### src/rtl/garage_door_ctrl.sv
// Garage-door motor controller: Moore FSM with edge-detected push-button, stop-in-travel,
// obstruction reversal, optional auto-close and a per-segment motor travel timeout.
module garage_door_ctrl #(
    parameter int AUTO_CLOSE_CYCLES    = 1000,
    parameter int MOTOR_TIMEOUT_CYCLES = 5000
) (
    input  logic       CLK,
    input  logic       RST,
    input  logic       Activate,
    input  logic       UP_Max,
    input  logic       DN_Max,
    input  logic       Obstruct,
    output logic       UP_M,
    output logic       DN_M,
    output logic       Fault,
    output logic [2:0] State
);

    localparam int MW = $clog2(MOTOR_TIMEOUT_CYCLES);
    localparam int AW = (AUTO_CLOSE_CYCLES > 0) ? $clog2(AUTO_CLOSE_CYCLES + 1) : 1;
    localparam logic [MW-1:0] MOVE_LAST = MW'(MOTOR_TIMEOUT_CYCLES - 1);
    localparam logic [AW-1:0] AUTO_LAST = AW'((AUTO_CLOSE_CYCLES > 0) ? AUTO_CLOSE_CYCLES - 1 : 0);
    localparam bit AUTO_EN = (AUTO_CLOSE_CYCLES != 0);

    typedef enum logic [2:0] {
        S_CLOSED  = 3'd0,
        S_OPENING = 3'd1,
        S_OPEN    = 3'd2,
        S_CLOSING = 3'd3,
        S_STOPPED = 3'd4,
        S_FAULT   = 3'd5
    } state_e;

    typedef enum logic {
        DIR_UP = 1'b0,
        DIR_DN = 1'b1
    } dir_e;

    state_e          state_q, state_d;
    dir_e            last_dir_q, last_dir_d;
    logic            act_q;
    logic            act;
    logic [MW-1:0]   move_cnt_q, move_cnt_d;
    logic [AW-1:0]   auto_cnt_q, auto_cnt_d;
    logic            moving_d;

    // act_q resets high so a button already held through reset is not a command
    assign act = Activate & ~act_q;

    always_ff @(posedge CLK) begin
        if (RST) begin
            state_q    <= S_STOPPED;
            last_dir_q <= DIR_UP;
            act_q      <= 1'b1;
            move_cnt_q <= '0;
            auto_cnt_q <= '0;
        end else begin
            state_q    <= state_d;
            last_dir_q <= last_dir_d;
            act_q      <= Activate;
            move_cnt_q <= move_cnt_d;
            auto_cnt_q <= auto_cnt_d;
        end
    end

    always_comb begin
        state_d    = state_q;
        last_dir_d = last_dir_q;
        if (state_q != S_FAULT && UP_Max && DN_Max) begin
            state_d = S_FAULT;
        end else begin
            case (state_q)
                S_OPENING: begin
                    if (UP_Max) begin
                        state_d = S_OPEN;
                    end else if (move_cnt_q == MOVE_LAST) begin
                        state_d = S_FAULT;
                    end else if (act) begin
                        state_d    = S_STOPPED;
                        last_dir_d = DIR_UP;
                    end
                end
                S_CLOSING: begin
                    if (DN_Max) begin
                        state_d = S_CLOSED;
                    end else if (move_cnt_q == MOVE_LAST) begin
                        state_d = S_FAULT;
                    end else if (Obstruct) begin
                        state_d = S_OPENING;
                    end else if (act) begin
                        state_d    = S_STOPPED;
                        last_dir_d = DIR_DN;
                    end
                end
                S_CLOSED: begin
                    if (act) begin
                        state_d = S_OPENING;
                    end
                end
                S_OPEN: begin
                    // an obstructed auto-close expiry restarts the timer via the counter logic
                    if (act && !Obstruct) begin
                        state_d = S_CLOSING;
                    end else if (AUTO_EN && auto_cnt_q == AUTO_LAST && !Obstruct) begin
                        state_d = S_CLOSING;
                    end
                end
                S_STOPPED: begin
                    if (act) begin
                        if (DN_Max) begin
                            state_d = S_OPENING;
                        end else if (UP_Max || last_dir_q == DIR_UP) begin
                            if (!Obstruct) begin
                                state_d = S_CLOSING;
                            end
                        end else begin
                            state_d = S_OPENING;
                        end
                    end
                end
                S_FAULT: begin
                    state_d = S_FAULT;
                end
                default: begin
                    state_d = S_FAULT;
                end
            endcase
        end
    end

    // counters clear whenever the state changes, which covers every travel-segment entry
    assign moving_d = (state_d == S_OPENING) || (state_d == S_CLOSING);

    always_comb begin
        move_cnt_d = '0;
        if (moving_d && state_d == state_q) begin
            if (move_cnt_q == MOVE_LAST) begin
                move_cnt_d = move_cnt_q;
            end else begin
                move_cnt_d = move_cnt_q + MW'(1);
            end
        end
    end

    always_comb begin
        auto_cnt_d = '0;
        if (AUTO_EN && state_q == S_OPEN && state_d == S_OPEN) begin
            if (auto_cnt_q == AUTO_LAST) begin
                auto_cnt_d = '0;
            end else begin
                auto_cnt_d = auto_cnt_q + AW'(1);
            end
        end
    end

    assign UP_M  = (state_q == S_OPENING);
    assign DN_M  = (state_q == S_CLOSING);
    assign Fault = (state_q == S_FAULT);
    assign State = state_q;

    motor_exclusive: assert property (@(posedge CLK) !(UP_M && DN_M));

endmodule
### config.mk
export PLATFORM = sky130hd
export DESIGN_NAME = garage_door_ctrl
export DESIGN_NICKNAME = d
export VERILOG_FILES = /design/src/rtl/garage_door_ctrl.sv
export SDC_FILE = /design/constraint.sdc
export NUM_CORES = 1
export LEC_CHECK = 0
export BUFFER_PORTS_ARGS = -buffer_cell sky130_fd_sc_hd__clkbuf_2
export CAP_MARGIN = 15
export CORE_MARGIN = 4
export CORE_UTILIZATION = 40
export CTS_BUF_LIST = sky130_fd_sc_hd__clkbuf_8
export CTS_CLUSTER_DIAMETER = 80
export DETAILED_ROUTE_END_ITERATION = 8
export PLACE_DENSITY = 0.62
export SKIP_CTS_REPAIR_TIMING = 1
export SLEW_MARGIN = 20
export SYNTH_ARGS = -nofsm -noshare
export SYNTH_HDL_FRONTEND = slang
export SYNTH_SLANG_ARGS = --single-unit
### constraint.sdc
create_clock -name CLK -period 4.05 [get_ports CLK]
set_input_delay 0.2025 -clock CLK [delete_from_list [all_inputs] [get_ports CLK]]
set_output_delay 0.2025 -clock CLK [all_outputs]
set_load 0.01 [all_outputs]
==> results <==
- Global routing used 12.6% of the available tracks across all layers.
- In this run the number of H-tree levels came out at 1.
- The number of nets in the layout is 188.
- During synthesis, Yosys emitted a total of 0 warnings.
- The areal power density over the cells is 276 nW/µm².
- The worst setup path is launched from a flip-flop.
- The number of search-and-repair iterations in the first detailed-routing pass is 4.
- In this run the mean area of a mapped cell was 9.05 µm².
- The routed length per placed instance is 13.0 µm.
- The DRC violation total after the first TritonRoute iteration is 61.
- Setup repair after global routing left no endpoint under its margin.
- The number of different library cells in the post-synthesis netlist is 44.
- The worst setup path is of the flip-flop to flip-flop kind.
- The biggest fanout along the worst timing path is 14.
- The final number of hold-violating endpoints is 0.
- The number of maximum-capacitance constraint violations is 0.
- The number of buffers between clock root and the deepest sink is 2.
- The final clock skew is 0.00600 ns.
- The clock-pin slew on the worst setup and hold paths is 0.09 ns.
- The arrival time at the worst endpoint is 2.45 ns.
- Routability-driven placement finished with a final weighted congestion of 0.807.
- The post-synthesis instance total is 169.
- Yosys mapped a number of flops with a built-in enable equal to 0.
- The number of pins exceeding their max-slew limit in the final report was 0.
- The post-synthesis async set-or-reset flop share is 0%.
- The run finished with clean final reports.
- For this design the static power due to leakage is 0.524 nW.
- The die covers 4880 µm².
- The clock reaches the later pin of the worst-skew pair after 0.27 ns.
- Tracing the worst setup path back leads to its startpoint at move_cnt_q[3]$_SDFFE_PP0P_.
- Wires add up to 2930 µm.
- The headroom to the max-slew limit is 66.1%.
- The area inside the core boundary is 3690 µm².
- In this run the critical register-to-register path is launched from move_cnt_q[3]$_SDFFE_PP0P_.
- The number of diodes is 0.
- The library cell used as clock root buffer is sky130_fd_sc_hd__clkbuf_8.
- The final sum of negative setup slack is 0 ns.
- The clock net sink count is 28.
- The via count of the first global-routing pass is 1144.
- The smallest clock period supported by the final layout is computed as 2.28 ns.
- The vertical die dimension is 69.8 µm.
- The first-pass GRT wire length is 5150 µm.
- The library cell used most frequently in the layout, excluding fill and tap cells, is sky130_fd_sc_hd__dfxtp_1.
- The starting density of the core is 41.5%.
- Across the VDD grid, the largest voltage drop is 120 µV.
- The finished cells cover 1640 µm².
- The share of the Yosys chip area taken by registers is 36.7%.
- The final hold slack is 0.135 ns.
- Of the available clock period, the critical path in the final layout requires 56.3%.
- The worst setup path is captured at a flip-flop.
- Among all flip-flop cells after synthesis, the most frequent one is sky130_fd_sc_hd__dfxtp_1.
- TritonCTS built the clock tree.
- The CTS buffer count is 3.
- Summed over all nets, the half-perimeter wirelength after detailed placement is 2130 µm.
- The worst hold path class is input pin to flip-flop.
- The area of placed instances is 1600 µm².
- At the pin with the least slew margin, the transition time is 0.504 ns.
- Setup violations remaining at the end of the flow were counted as 0.
- Counting every net in the synthesized netlist gives 177.
- The origin of the worst min-delay path is Activate.
- The top cell types in the final layout, fill and taps aside, are 28 x sky130_fd_sc_hd__dfxtp_1, 20 x sky130_fd_sc_hd__nor2_1, 16 x sky130_fd_sc_hd__nand2_1, 11 x sky130_fd_sc_hd__xnor2_1, 11 x sky130_fd_sc_hd__clkbuf_2.
- Global routing finished with a remaining overflow of 0.
- In this run the count of I/O pins placed on the die edge is 12.
- The power share of the combinational group is 6.6%.
- For this design the total switching power over the nets is 0.0995 mW.
- The residual DRC count is 0.
- After synthesis the cells add up to 1530 µm².
- The number of antenna violations at the first check in global routing is 0.
- The total design power is 0.454 mW.
- The pin count of the biggest net entering global routing is 17.
- In this run the remaining antenna-violating nets after routing total 0.
- Net switching is 21.9% of the power.
- The cell-internal power is 0.355 mW.
- The proportion of layout cells with a drive suffix above 1 is 22.5%.
- The total via count after detailed routing is 1222.
- The area growth from synthesis to layout is 7.53%.
- After floorplanning, the core was divided into 22 placement rows.
- The required time at the endpoint of the critical path is 4.22 ns.
- The clock network is responsible for 31.8% of the overall power.
- The count of port buffers added during placement is 11.
- After detailed routing, the number of vias per cell comes to 5.41.
- The final core area utilization is 44.6%.
- The x dimension of the die is 69.8 µm.
- The sequential share of power is 61.6%.
- The synthesized design contains 28 register bits.
- The top achievable clock speed is 439 MHz.
## kinds of logic (layout without fill, tap and decap cells)
group	after synthesis	in the layout	share of synthesized area [%]
buffers and inverters	8	17	3.68
and+or+nand+nor	97	97	40.2
DFF	28	28	36.7
xor gates and xnor gates	18	18	10.3
muxes	1	1	0.655
adders and majority gates	2	2	1.64
AOI/OAI and AO/OA	15	15	6.87
## worst max-delay path: stages, from the launching register on
cell and delay [ns]:
sky130_fd_sc_hd__dfxtp_1 0.38, sky130_fd_sc_hd__or4_4 0.57, sky130_fd_sc_hd__or4_4 0.46, sky130_fd_sc_hd__a21boi_2 0.18, sky130_fd_sc_hd__nor4_2 0.06, sky130_fd_sc_hd__buf_4 0.21
sky130_fd_sc_hd__nor4b_1 0.30
## cells in the mapped netlist (2+ instances only)
| cell | number | area, µm² |
|---|---|---|
| sky130_fd_sc_hd__or2b_2 | 3 | 26.3 |
| sky130_fd_sc_hd__nor2_1 | 20 | 75.1 |
| sky130_fd_sc_hd__inv_1 | 2 | 7.51 |
| sky130_fd_sc_hd__or4_1 | 2 | 15.0 |
| sky130_fd_sc_hd__xor2_1 | 7 | 61.3 |
| sky130_fd_sc_hd__nor3_2 | 9 | 90.1 |
| sky130_fd_sc_hd__nand4_1 | 7 | 43.8 |
| sky130_fd_sc_hd__and2b_2 | 3 | 26.3 |
| sky130_fd_sc_hd__nor4b_1 | 4 | 35.0 |
| sky130_fd_sc_hd__and3_1 | 4 | 25.0 |
| sky130_fd_sc_hd__xnor2_1 | 11 | 96.3 |
| sky130_fd_sc_hd__a221oi_1 | 2 | 17.5 |
| sky130_fd_sc_hd__buf_6 | 3 | 33.8 |
| sky130_fd_sc_hd__nand3_1 | 7 | 35.0 |
| sky130_fd_sc_hd__dfxtp_1 | 28 | 561 |
| sky130_fd_sc_hd__o21ai_0 | 4 | 20.0 |
| sky130_fd_sc_hd__ha_1 | 2 | 25.0 |
| sky130_fd_sc_hd__and2_1 | 2 | 12.5 |
| sky130_fd_sc_hd__nand2_1 | 16 | 60.1 |
| sky130_fd_sc_hd__or4_4 | 2 | 22.5 |
| sky130_fd_sc_hd__nor3_1 | 4 | 20.0 |
| sky130_fd_sc_hd__a21oi_1 | 3 | 15.0 |
| sky130_fd_sc_hd__clkbuf_1 | 2 | 7.51 |
| sky130_fd_sc_hd__nor4_2 | 2 | 25.0 |
## metal layers
| metal | GRT usage (%) | wire [µm] |
|---|---|---|
| met2 | 20.6 | 1350 |
| met5 | 0 | 0 |
| met3 | 3.19 | 145 |
| met4 | 3.83 | 40 |
| met1 | 16.1 | 1400 |
## layout make-up
class | instances | area (µm²)
Clock buffer | 3 | 41.3
Timing Repair Buffer | 12 | 62.6
Inverter | 2 | 7.51
Fill cell | 374 | 2040
Sequential cell | 28 | 561
Multi-Input combinational cell | 133 | 912
Tap cell | 48 | 60.1
## metrics by stage
stage	instances	worst slack, ns
detailed placement	223	1.79
finish	226	1.77
floorplan	169	2.09
global route	226	1.59
global placement	223	1.85
CTS	226	1.76
## registers in the layout, indices dropped and copies added (netlist names)
register,cells
auto_cnt_q,10
last_dir_q,1
move_cnt_q,13
act_q,1
State,3
## final timing paths
path / slack (ns) / to / depth (start not counted)
max: 1.77 / move_cnt_q[12]$_SDFFE_PP0P_ / 6
min: 0.13 / act_q$_SDFF_PP1_ / 2
max reg2reg: 1.77 / move_cnt_q[12]$_SDFFE_PP0P_ / 6
min reg2reg: 0.46 / auto_cnt_q[0]$_SDFF_PP0_ / 1
## power by group through the flow
stage / Combinational (mW) / Clock (mW) / Sequential, mW
after floorplan: 0.0236 / 0 / 0.285
after global placement: 0.0296 / 0 / 0.287
after detailed placement: 0.0298 / 0 / 0.287
after CTS: 0.0300 / 0.151 / 0.280
after global routing: 0.0325 / 0.164 / 0.281
final: 0.0299 / 0.145 / 0.280
Note: power is estimated with default switching activity, not from simulation.
